`src/rtl/bell_pkg.sv`:
```
// Purpose : shared types and helpers for the bell melody sequencer.
// Latency : n/a (declarations only).
// Backpres: n/a.
// Contents: NOTES_MAX, REST_CODE, note_t, seq_entry_t, seq_state_t, note2onehot().
package bell_pkg;

  localparam int         NOTES_MAX = 20;
  localparam int         SEQ_DUR_W = 8;
  localparam logic [4:0] REST_CODE = 5'd31;

  typedef logic [4:0] note_t;

  typedef struct packed {
    note_t                note;
    logic [SEQ_DUR_W-1:0] dur;
  } seq_entry_t;

  typedef enum logic [2:0] {
    IDLE,
    FETCH,
    PLAY,
    GAP,
    DONE
  } seq_state_t;

  // Note n lights bit NOTES_MAX-1-n, so note 0 is the MSB. Any code at or
  // above NOTES_MAX (including REST_CODE) matches no bit and yields zero.
  function automatic logic [NOTES_MAX-1:0] note2onehot(input note_t n);
    logic [NOTES_MAX-1:0] v;
    v = '0;
    for (int i = 0; i < NOTES_MAX; i++) begin
      if (int'(n) == NOTES_MAX - 1 - i) v[i] = 1'b1;
    end
    return v;
  endfunction

endpackage

```
`src/rtl/bell_seq_table.sv`:
```
// Purpose : DEPTH-entry note table, one write port, one registered read port.
// Latency : read data valid the cycle after rd_en; writes visible the cycle after wr_en.
// Backpres: none; both ports accept every cycle.
// Ports   : clk, _rst (async active-low), wr_en/wr_addr/wr_dat, rd_en/rd_addr -> rd_dat.
module bell_seq_table
  import bell_pkg::*;
#(
  parameter  int DEPTH = 16,
  localparam int AW    = $clog2(DEPTH)
) (
  input  logic            clk,
  input  logic            _rst,
  input  logic            wr_en,
  input  logic [AW-1:0]   wr_addr,
  input  seq_entry_t      wr_dat,
  input  logic            rd_en,
  input  logic [AW-1:0]   rd_addr,
  output seq_entry_t      rd_dat
);

  localparam seq_entry_t RST_ENTRY = '{note: REST_CODE, dur: '0};

  seq_entry_t mem_q [DEPTH];
  seq_entry_t mem_d [DEPTH];
  seq_entry_t rd_q;
  seq_entry_t rd_d;

  always_comb begin
    mem_d = mem_q;
    rd_d  = rd_q;
    if (wr_en) mem_d[wr_addr] = wr_dat;
    // Read from mem_q, not mem_d: a write landing on the same edge as the
    // read is not forwarded, so the reader sees the pre-write entry.
    if (rd_en) rd_d = mem_q[rd_addr];
  end

  always_ff @(posedge clk or negedge _rst) begin
    if (!_rst) begin
      for (int i = 0; i < DEPTH; i++) mem_q[i] <= RST_ENTRY;
      rd_q <= RST_ENTRY;
    end else begin
      mem_q <= mem_d;
      rd_q  <= rd_d;
    end
  end

  assign rd_dat = rd_q;

endmodule

```
`src/rtl/bell_seq_ctrl.sv`:
```
// Purpose : melody sequencer; steps through the note table, drives one-hot divider enables.
// Latency : start -> first sel bit 2 cycles; note held dur ticks, then GAP_MS silent ticks.
// Backpres: none; start ignored while busy, stop aborts from any active state.
// Ports   : clk, _rst, tick, start, stop, [loop], wr_en/wr_addr/wr_note/wr_dur -> sel, busy, done, step.
// Option  : BELL_SEQ_LOOP_EN adds input 'loop' to restart at entry 0 instead of finishing.
module bell_seq_ctrl
  import bell_pkg::*;
#(
  parameter  int NOTES  = NOTES_MAX,
  parameter  int DEPTH  = 16,
  parameter  int DUR_W  = SEQ_DUR_W,
  parameter  int GAP_MS = 10,
  localparam int AW     = $clog2(DEPTH)
) (
  input  logic             clk,
  input  logic             _rst,
  input  logic             tick,
  input  logic             start,
  input  logic             stop,
`ifdef BELL_SEQ_LOOP_EN
  input  logic             loop,
`endif
  input  logic             wr_en,
  input  logic [AW-1:0]    wr_addr,
  input  logic [4:0]       wr_note,
  input  logic [DUR_W-1:0] wr_dur,
  output logic [NOTES-1:0] sel,
  output logic             busy,
  output logic             done,
  output logic [AW-1:0]    step
);

  localparam int            GW       = (GAP_MS > 0) ? $clog2(GAP_MS + 1) : 1;
  localparam logic [GW-1:0] GAP_LOAD = GW'(GAP_MS);
  localparam logic [AW-1:0] LAST     = AW'(DEPTH - 1);

  seq_state_t       state_q, state_d;
  logic [AW-1:0]    addr_q, addr_d;
  logic [AW-1:0]    step_q, step_d;
  note_t            note_q, note_d;
  logic [DUR_W-1:0] dur_cnt_q, dur_cnt_d;
  logic [GW-1:0]    gap_cnt_q, gap_cnt_d;
  logic [NOTES-1:0] sel_q, sel_d;

  logic       loop_on;
  logic       rd_en;
  seq_entry_t wr_dat;
  seq_entry_t rd_dat;

`ifdef BELL_SEQ_LOOP_EN
  assign loop_on = loop;
`else
  assign loop_on = 1'b0;
`endif

  assign wr_dat = '{note: wr_note, dur: SEQ_DUR_W'(wr_dur)};

  bell_seq_table #(.DEPTH(DEPTH)) u_table (
    .clk     (clk),
    ._rst    (_rst),
    .wr_en   (wr_en),
    .wr_addr (wr_addr),
    .wr_dat  (wr_dat),
    .rd_en   (rd_en),
    .rd_addr (addr_d),
    .rd_dat  (rd_dat)
  );

  always_comb begin
    state_d   = state_q;
    addr_d    = addr_q;
    step_d    = step_q;
    note_d    = note_q;
    dur_cnt_d = dur_cnt_q;
    gap_cnt_d = gap_cnt_q;

    if (stop && (state_q != IDLE)) begin
      // Abort beats every other transition; counters simply go stale.
      state_d = IDLE;
    end else begin
      case (state_q)
        IDLE: begin
          if (start && !stop) begin
            state_d = FETCH;
            addr_d  = '0;
          end
        end
        FETCH: begin
          if (rd_dat.dur == '0) begin
            // Looping only rewinds if entry 0 was not itself the end marker,
            // otherwise an empty table would spin forever.
            if (loop_on && (addr_q != '0)) begin
              state_d = FETCH;
              addr_d  = '0;
            end else begin
              state_d = DONE;
            end
          end else begin
            state_d   = PLAY;
            dur_cnt_d = DUR_W'(rd_dat.dur);
            note_d    = rd_dat.note;
            step_d    = addr_q;
          end
        end
        PLAY: begin
          if (tick) begin
            dur_cnt_d = dur_cnt_q - DUR_W'(1);
            if (dur_cnt_q == DUR_W'(1)) begin
              state_d   = GAP;
              gap_cnt_d = GAP_LOAD;
            end
          end
        end
        GAP: begin
          // Zero-length gap exits on the first GAP cycle.
          if ((gap_cnt_q == '0) || (tick && (gap_cnt_q == GW'(1)))) begin
            gap_cnt_d = '0;
            if (addr_q == LAST) begin
              if (loop_on) begin
                state_d = FETCH;
                addr_d  = '0;
              end else begin
                state_d = DONE;
              end
            end else begin
              state_d = FETCH;
              addr_d  = addr_q + AW'(1);
            end
          end else if (tick) begin
            gap_cnt_d = gap_cnt_q - GW'(1);
          end
        end
        DONE:    state_d = IDLE;
        default: state_d = IDLE;
      endcase
    end

    // Table read is issued on the edge entering FETCH so the entry is
    // available for the FETCH decision itself.
    rd_en = (state_d == FETCH);
    // sel tracks the next state so it rises and falls with PLAY exactly.
    sel_d = (state_d == PLAY) ? NOTES'(note2onehot(note_d)) : '0;
  end

  always_ff @(posedge clk or negedge _rst) begin
    if (!_rst) begin
      state_q   <= IDLE;
      addr_q    <= '0;
      step_q    <= '0;
      note_q    <= REST_CODE;
      dur_cnt_q <= '0;
      gap_cnt_q <= '0;
      sel_q     <= '0;
    end else begin
      state_q   <= state_d;
      addr_q    <= addr_d;
      step_q    <= step_d;
      note_q    <= note_d;
      dur_cnt_q <= dur_cnt_d;
      gap_cnt_q <= gap_cnt_d;
      sel_q     <= sel_d;
    end
  end

  assign sel  = sel_q;
  assign busy = (state_q != IDLE);
  assign done = (state_q == DONE);
  assign step = step_q;

endmodule

```
`config.mk`:
```
export PLATFORM = sky130hd
export DESIGN_NAME = bell_seq_ctrl
export DESIGN_NICKNAME = d
export VERILOG_FILES = /design/src/rtl/bell_pkg.sv /design/src/rtl/bell_seq_table.sv /design/src/rtl/bell_seq_ctrl.sv
export SDC_FILE = /design/constraint.sdc
export NUM_CORES = 1
export LEC_CHECK = 0
export BUFFER_PORTS_ARGS = -buffer_cell sky130_fd_sc_hd__clkbuf_2
export CORE_UTILIZATION = 45
export CTS_BUF_LIST = sky130_fd_sc_hd__clkbuf_4
export DETAILED_ROUTE_END_ITERATION = 7
export PLACE_DENSITY_LB_ADDON = 0.2
export SLEW_MARGIN = 10
export SYNTH_ARGS = -nofsm -noshare
export SYNTH_HDL_FRONTEND = slang
export SYNTH_SLANG_ARGS = --single-unit
```
`constraint.sdc`:
```
create_clock -name clk -period 4.7 [get_ports clk]
set_input_delay 0.47 -clock clk [delete_from_list [all_inputs] [get_ports clk]]
set_output_delay 0.47 -clock clk [all_outputs]
set_load 0.02 [all_outputs]
```
==> results of run 1 <==
registers in the layout, summed over array words and instances (netlist names):
| signal | count |
|---|---|
| sel | 20 |
| step | 4 |
| dur_cnt_q | 8 |
| note_q | 5 |
| u_table.rd_dat | 13 |
| u_table.mem_q | 208 |
| gap_cnt_q | 4 |
| state_q | 3 |
| addr_q | 4 |
timing repair:
item	4_1_cts	5_1_grt
resized for setup	0	0
hold endpoints to repair	86	0
hold buffers	2	0
per-stage QoR:
step / worst slack (ns) / std cells / utilization
floorplan: 2.05 / 965 / -
global placement: 1.34 / 1313 / 0.478
detailed placement: 1.28 / 1313 / 0.478
CTS: 1.29 / 1450 / 0.517
global route: 1.06 / 1451 / 0.517
finish: 1.31 / 1451 / 0.517
cells in the mapped netlist, types with 2 or more instances:
cell type,n
nor3b_1,3
o2111ai_1,13
a2111o_1,2
ha_1,6
buf_1,7
nor3_1,6
clkbuf_1,32
inv_1,10
nor2_1,65
a22oi_1,2
nand3_1,4
a2111oi_0,2
nor4_1,5
or4_4,2
o22ai_1,37
a21oi_1,24
mux2_2,215
and2_1,3
nand3b_1,6
buf_4,7
nand2b_1,10
mux2i_1,95
o31ai_1,2
a21o_1,3
nor2b_1,7
o22a_1,2
and3_1,4
or3_1,2
buf_6,7
buf_2,6
a31oi_1,2
or4_1,2
o21ai_0,22
o211ai_1,2
nand2_1,63
dfstp_2,90
dfrtp_1,179
nand4_1,3
a22o_1,2
worst paths after layout:
path / endpoint / slack [ns] / cells past startpoint
setup / recovery: u_table.rd_dat[0]$_DFFE_PN0N_ / 1.31 / 11
hold / removal: addr_q[3]$_DFF_PN0_ / 0.25 / 6
setup reg to reg: u_table.rd_dat[0]$_DFFE_PN0N_ / 1.31 / 11
hold reg to reg: u_table.mem_q[186]$_DFFE_PN0P_ / 0.50 / 1
max in group asynchronous: u_table.mem_q[121]$_DFFE_PN0P_ / 3.06 / 3
min in group asynchronous: u_table.mem_q[98]$_DFFE_PN0P_ / 0.50 / 2
layer usage:
metal  wire length [µm]  share of wire  track usage  vias up
li1                   -              -            -     3705
met1              13500           0.45        0.300     4091
met2              14200           0.47        0.352      194
met3               1620          0.054       0.0449       63
met4                794          0.026       0.0893        0
met5                  0              0            0        -
where the power goes:
group          leakage (nW)  internal, W  total, W  switching, W
combinational          2.00     0.000512  0.000970      0.000458
sequential             3.20      0.00296   0.00327      0.000306
clock                 0.602      0.00129   0.00228      0.000993
total                  5.80      0.00476   0.00652       0.00176
cells by family (layout without fill, tap and decap cells):
kind of cell / Yosys count / count (layout) / share of synthesized area
multiplexers: 311 / 311 / 0.275
flip-flops: 269 / 269 / 0.556
AND/OR/NAND/NOR: 192 / 192 / 0.0739
AO/OA/AOI/OAI: 117 / 117 / 0.0607
buffers and inverters: 70 / 214 / 0.0284
adder cells (fa/ha/maj): 6 / 6 / 0.00610
other: 0 / 1 / 0
worst max-delay path: stages, from the launching register on:
cell       delay (ns)
dfrtp_1          0.38
inv_1            0.11
ha_1             0.20
a21oi_1          0.14
or4_1            0.51
mux2_4           0.43
inv_6            0.49
buf_4            0.42
mux2i_1          0.24
o22ai_1          0.10
nor2_1           0.12
o2111ai_1        0.12
area by class of cell:
cell class,count,share of cell area
clock buffer,116,0.0626
sequential,269,0.492
timing repair buffer,68,0.0310
antenna,1,0.000180
clock inverter,19,0.0117
tap,341,0.0307
multi-input combinational,626,0.368
inverter,11,0.00333
==> results.sh, run 1 <==
export IMPL_status="finished, final reports clean"
export IMPL_setup_viol=0
export IMPL_vias_per_cell=5.55
export IMPL_syn_inst=965
export IMPL_fin_crit_sh=0.720
export IMPL_ys_async_sr_fraction=1.00
export IMPL_path_class="reg2reg"
export IMPL_arrival_ns=3.92
export IMPL_h_tree_depth=3
export IMPL_ys_types=50
export IMPL_synth_enable_flop_cells=0
export IMPL_p_per_area_mw_per_mm2=469
export IMPL_endpoint_kind="flop"
export IMPL_avgRoutedWirePerCell_um=20.7
export IMPL_drcViolationCount=0
export IMPL_die_area_mm2=0.0280
export IMPL_synth_cell_area_mm2=0.0123
export IMPL_peakVddDrop_mv=0.193
export IMPL_hold_violations=0
export IMPL_fp_coreArea_mm2=0.0269
export IMPL_die_height_um=167
export IMPL_drtIter0Drc=584
export IMPL_yosysWarnings=0
export IMPL_cp_startpoint="gap_cnt_q[1]$_DFFE_PN0P_"
export IMPL_root_buffer="clkbuf_4"
export IMPL_gp_congestion=0.826
export IMPL_clk_pin_slew_ns=0.06
export IMPL_synth_top_area_frac=0.364
export IMPL_netlist_top_cells_area="dfrtp_1 36%, mux2_2 20%, dfstp_2 19%, mux2i_1 7.7%, nor2_1 2.0%"
export IMPL_rows=60
export IMPL_setup_tns_final_ns=0
export IMPL_relSlewSlack=0.229
export IMPL_mostFrequentLayoutCell="mux2_2"
export IMPL_antenna_found_initial=1
export IMPL_worstPathMaxFanout=49
export IMPL_place_area_mm2=0.0128
export IMPL_post_cts_buffers=0
export IMPL_syn_area_per_cell_um2=12.8
export IMPL_port_buffers=48
export IMPL_initial_core_util=0.458
export IMPL_synth_top_area_cell="dfrtp_1"
export IMPL_ant_nets=0
export IMPL_clock_sinks=269
export IMPL_rsz0062_at_grt="no"
export IMPL_regArea_mm2=0.00684
export IMPL_routed_wl_um=30100
export IMPL_place_hpwl_um=17800
export IMPL_required_ns=5.23
export IMPL_maxCapViolCount=0
export IMPL_clockBufferDepth=3
export IMPL_total_power_w=0.00652
export IMPL_io_pins=49
export IMPL_multi_input_area_mm2=0.00512
export IMPL_layout_nets=1079
export IMPL_grt_pass1_vias=8368
export IMPL_layout_drive_gt1_share=0.452
export IMPL_die_w_um=167
export IMPL_insertion_delay_ns=0.68
export IMPL_crit_path_start_kind="flop"
export IMPL_r2r_start="gap_cnt_q[1]$_DFFE_PN0P_"
export IMPL_tightest_slew_ns=1.16
export IMPL_maxSlewViolCount=0
export IMPL_synth_seq_area_share=0.556
export IMPL_dr_pass1_iters=6
export IMPL_ys_ff_latch=269
export IMPL_fin_skew_ns=0.0360
export IMPL_synth_flop_cell="dfrtp_1"
export IMPL_final_area_mm2=0.0139
export IMPL_power_leakage_nw=5.80
export IMPL_cts_buffers=74
export IMPL_fillCellCount=2403
export IMPL_areaGrowthSynthToFinish_pct=12.9
export IMPL_cts_tree="done"
export IMPL_min_from="start"
export IMPL_synth_nets=994
export IMPL_period_needed_ns=3.39
export IMPL_fmax_mhz=295
export IMPL_whs_ns=0.250
export IMPL_hp_class="in2reg"
export IMPL_final_cell_mix="215 x mux2_2, 179 x dfrtp_1, 116 x clkbuf_4"
export IMPL_grt_pass1_wl_um=47600
export IMPL_grt_ovfl_total=0
export IMPL_num_vias=8053
export IMPL_grt_max_degree=128
export IMPL_grt_usage=0.223
Note: power is estimated with default switching activity, not from simulation.
==> run 2, diff against run 1 <==
==> constraint.sdc (replaced) <==
create_clock -name clk -period 3.51 [get_ports clk]
set_input_delay 0.351 -clock clk [delete_from_list [all_inputs] [get_ports clk]]
set_output_delay 0.351 -clock clk [all_outputs]
set_load 0.02 [all_outputs]
==> run 2 against run 1 <==
Cell count up 0.96%. Maximum frequency up 2.6%. Setup slack worse by 1.1 ns. Largest cell class unchanged. Die area unchanged. Combinational power up 36%. Clock power up 32%. Via count up 1.3%. Critical path depth unchanged. Sequential power up 34%. Total power up 34%. Clock-buffer cell count up 4. Clock skew up 0.021 ns.
==> results.sh, run 2 (synthesized netlist as in run 1, its figures left out) <==
export IMPL_fin_crit_sh=0.940
export IMPL_grt_max_degree=103
export IMPL_mostFrequentLayoutCell="mux2_2"
export IMPL_ant_nets=0
export IMPL_worst_r2r_path_depth=11
export IMPL_insertion_delay_ns=0.68
export IMPL_total_power_w=0.00871
export IMPL_crit_chain="inv_1 > ha_1 > a21oi_1 > or4_1 > mux2_4 > inv_6 > buf_12 > mux2i_1 > o22ai_1 > nor2_1 > o2111ai_1"
export IMPL_grt_usage=0.225
export IMPL_avgRoutedWirePerCell_um=20.7
export IMPL_drcViolationCount=0
export IMPL_vias_per_cell=5.57
export IMPL_worstPathMaxFanout=37
export IMPL_fin_skew_ns=0.0574
export IMPL_root_buffer="clkbuf_4"
export IMPL_power_leakage_nw=5.87
export IMPL_gp_congestion=0.849
export IMPL_final_area_mm2=0.0140
export IMPL_cts_buffers=74
export IMPL_tightest_slew_ns=1.10
export IMPL_rows=60
export IMPL_critical_path_slowest_cell="or4_1"
export IMPL_cp_buffers_inverters=3
export IMPL_place_hpwl_um=18800
export IMPL_die_area_mm2=0.0280
export IMPL_required_ns=4.05
export IMPL_hold_violations=0
export IMPL_grt_pass1_wl_um=48400
export IMPL_cpPeakStageDelay_ns=0.51
export IMPL_p_sw_frac=0.270
export IMPL_io_pins=49
export IMPL_rrSetupSlack_ns=0.21
export IMPL_die_height_um=167
export IMPL_port_buffers=48
export IMPL_p_per_area_mw_per_mm2=621
export IMPL_initial_core_util=0.458
export IMPL_hold_depth=6
export IMPL_dr_pass1_iters=5
export IMPL_relSlewSlack=0.270
export IMPL_p_sw_w=0.00235
export IMPL_maxSlewViolCount=0
export IMPL_regMostFlops="u_table.mem_q"
export IMPL_clockBufferDepth=3
export IMPL_path_class="reg2reg"
export IMPL_clk_pin_slew_ns=0.06
export IMPL_routed_wl_um=30300
export IMPL_grt_ovfl_total=0
export IMPL_hp_class="in2reg"
export IMPL_cts_tree="done"
export IMPL_setup_tns_final_ns=0
export IMPL_pwr_share_comb=0.151
export IMPL_final_cell_mix="215 x mux2_2, 179 x dfrtp_1, 120 x clkbuf_4"
export IMPL_areaGrowthSynthToFinish_pct=14.0
export IMPL_clock_sinks=269
export IMPL_fmax_mhz=303
export IMPL_rr_endpoint="u_table.rd_dat[0]$_DFFE_PN0N_"
export IMPL_endpoint_kind="flop"
export IMPL_antenna_found_initial=1
export IMPL_clock_power_share=0.345
export IMPL_status="finished, final reports clean"
export IMPL_peakVddDrop_mv=0.304
export IMPL_maxCapViolCount=0
export IMPL_place_area_mm2=0.0130
export IMPL_crit_path_start_kind="flop"
export IMPL_fp_coreArea_mm2=0.0269
export IMPL_arrival_ns=3.84
export IMPL_critPathTopFamily="buffers and inverters"
export IMPL_num_vias=8160
export IMPL_layout_drive_gt1_share=0.459
export IMPL_grt_pass1_vias=8593
export IMPL_r2r_start="gap_cnt_q[1]$_DFFE_PN0P_"
export IMPL_intPower_w=0.00636
export IMPL_h_tree_depth=3
export IMPL_layout_nets=1091
export IMPL_largest_register_ffs=208
export IMPL_min_to="addr_q[3]$_DFF_PN0_"
export IMPL_min_from="start"
export IMPL_p_seq_frac=0.503
export IMPL_post_cts_buffers=0
export IMPL_die_w_um=167
export IMPL_rsz0062_at_grt="no"
export IMPL_drtIter0Drc=387
export IMPL_path_depth=11
export IMPL_setup_viol=0
export IMPL_period_needed_ns=3.30
## run 2: changes by cell type in the layout (fill, tap and decap cells not counted), sizes merged
cell / delta
buf: +12
clkinvlp: -2
clkbuf: +4
bufinv: -1
clkinv: +1
## run 2: power by group through the flow
stage / registers [W] / logic (W) / clock network [W]
6_report: 0.00438 / 0.00132 / 0.00301
5_1_grt: 0.00447 / 0.00148 / 0.00326
4_1_cts: 0.00438 / 0.00134 / 0.00310
3_5_place_dp: 0.00443 / 0.00133 / 0
3_3_place_gp: 0.00441 / 0.00129 / 0
2_1_floorplan: 0.00427 / 0.00102 / 0
## run 2: timing repair
action                     CTS  global route
gates resized for setup      0             1
setup endpoints to repair    0             1
hold endpoints to repair    60             0
hold buffers                 2             0
## run 2: metrics by stage
step | worst slack (ns) | std cells | hold slack (ns) | util
finish | 0.211 | 1465 | 0.0845 | 0.522
global route | 0.0592 | 1465 | 0.0913 | 0.522
CTS | 0.210 | 1464 | 0.0273 | 0.522
detailed placement | 0.238 | 1325 | 0.462 | 0.483
global placement | 0.281 | 1325 | 0.467 | 0.483
floorplan | 0.858 | 965 | 0.0554 | -
## run 2: per-layer routing
layer	track usage	wire (µm)	up-vias
li1	-	-	3727
met1	0.304	14000	4213
met2	0.360	14300	156
met3	0.0430	1220	64
met4	0.0858	785	0
met5	0	0	-
## run 2: worst max-delay path by stage
stage	start	to	slack [ns]
after floorplan	gap_cnt_q[1]$_DFFE_PN0P_	u_table.rd_dat[6]$_DFFE_PN0N_	0.86
after global placement	gap_cnt_q[1]$_DFFE_PN0P_	u_table.rd_dat[0]$_DFFE_PN0N_	0.28
after detailed placement	gap_cnt_q[1]$_DFFE_PN0P_	u_table.rd_dat[0]$_DFFE_PN0N_	0.24
after CTS	gap_cnt_q[1]$_DFFE_PN0P_	u_table.rd_dat[0]$_DFFE_PN0N_	0.21
after global routing	gap_cnt_q[1]$_DFFE_PN0P_	u_table.rd_dat[0]$_DFFE_PN0N_	0.06
final	gap_cnt_q[1]$_DFFE_PN0P_	u_table.rd_dat[0]$_DFFE_PN0N_	0.21
## run 2: final cells by class
type                    instances  area, µm²
repair buffers                 80        571
fillers                      2396      12800
clock inverters                17        123
diodes                          1       2.50
flip-flops and latches        269       6840
clock buffers                 120        901
inverters                      11       46.3
multi-input cells             626       5120
well taps                     341        427
## run 2: worst register-to-register path, stage by stage, from the launching register on
cell and delay, ns:
dfrtp_1 0.38, inv_1 0.13, ha_1 0.19, a21oi_1 0.12, or4_1 0.51, mux2_4 0.43, inv_6 0.40, buf_12 0.28
mux2i_1 0.26, o22ai_1 0.11, nor2_1 0.24, o2111ai_1 0.14
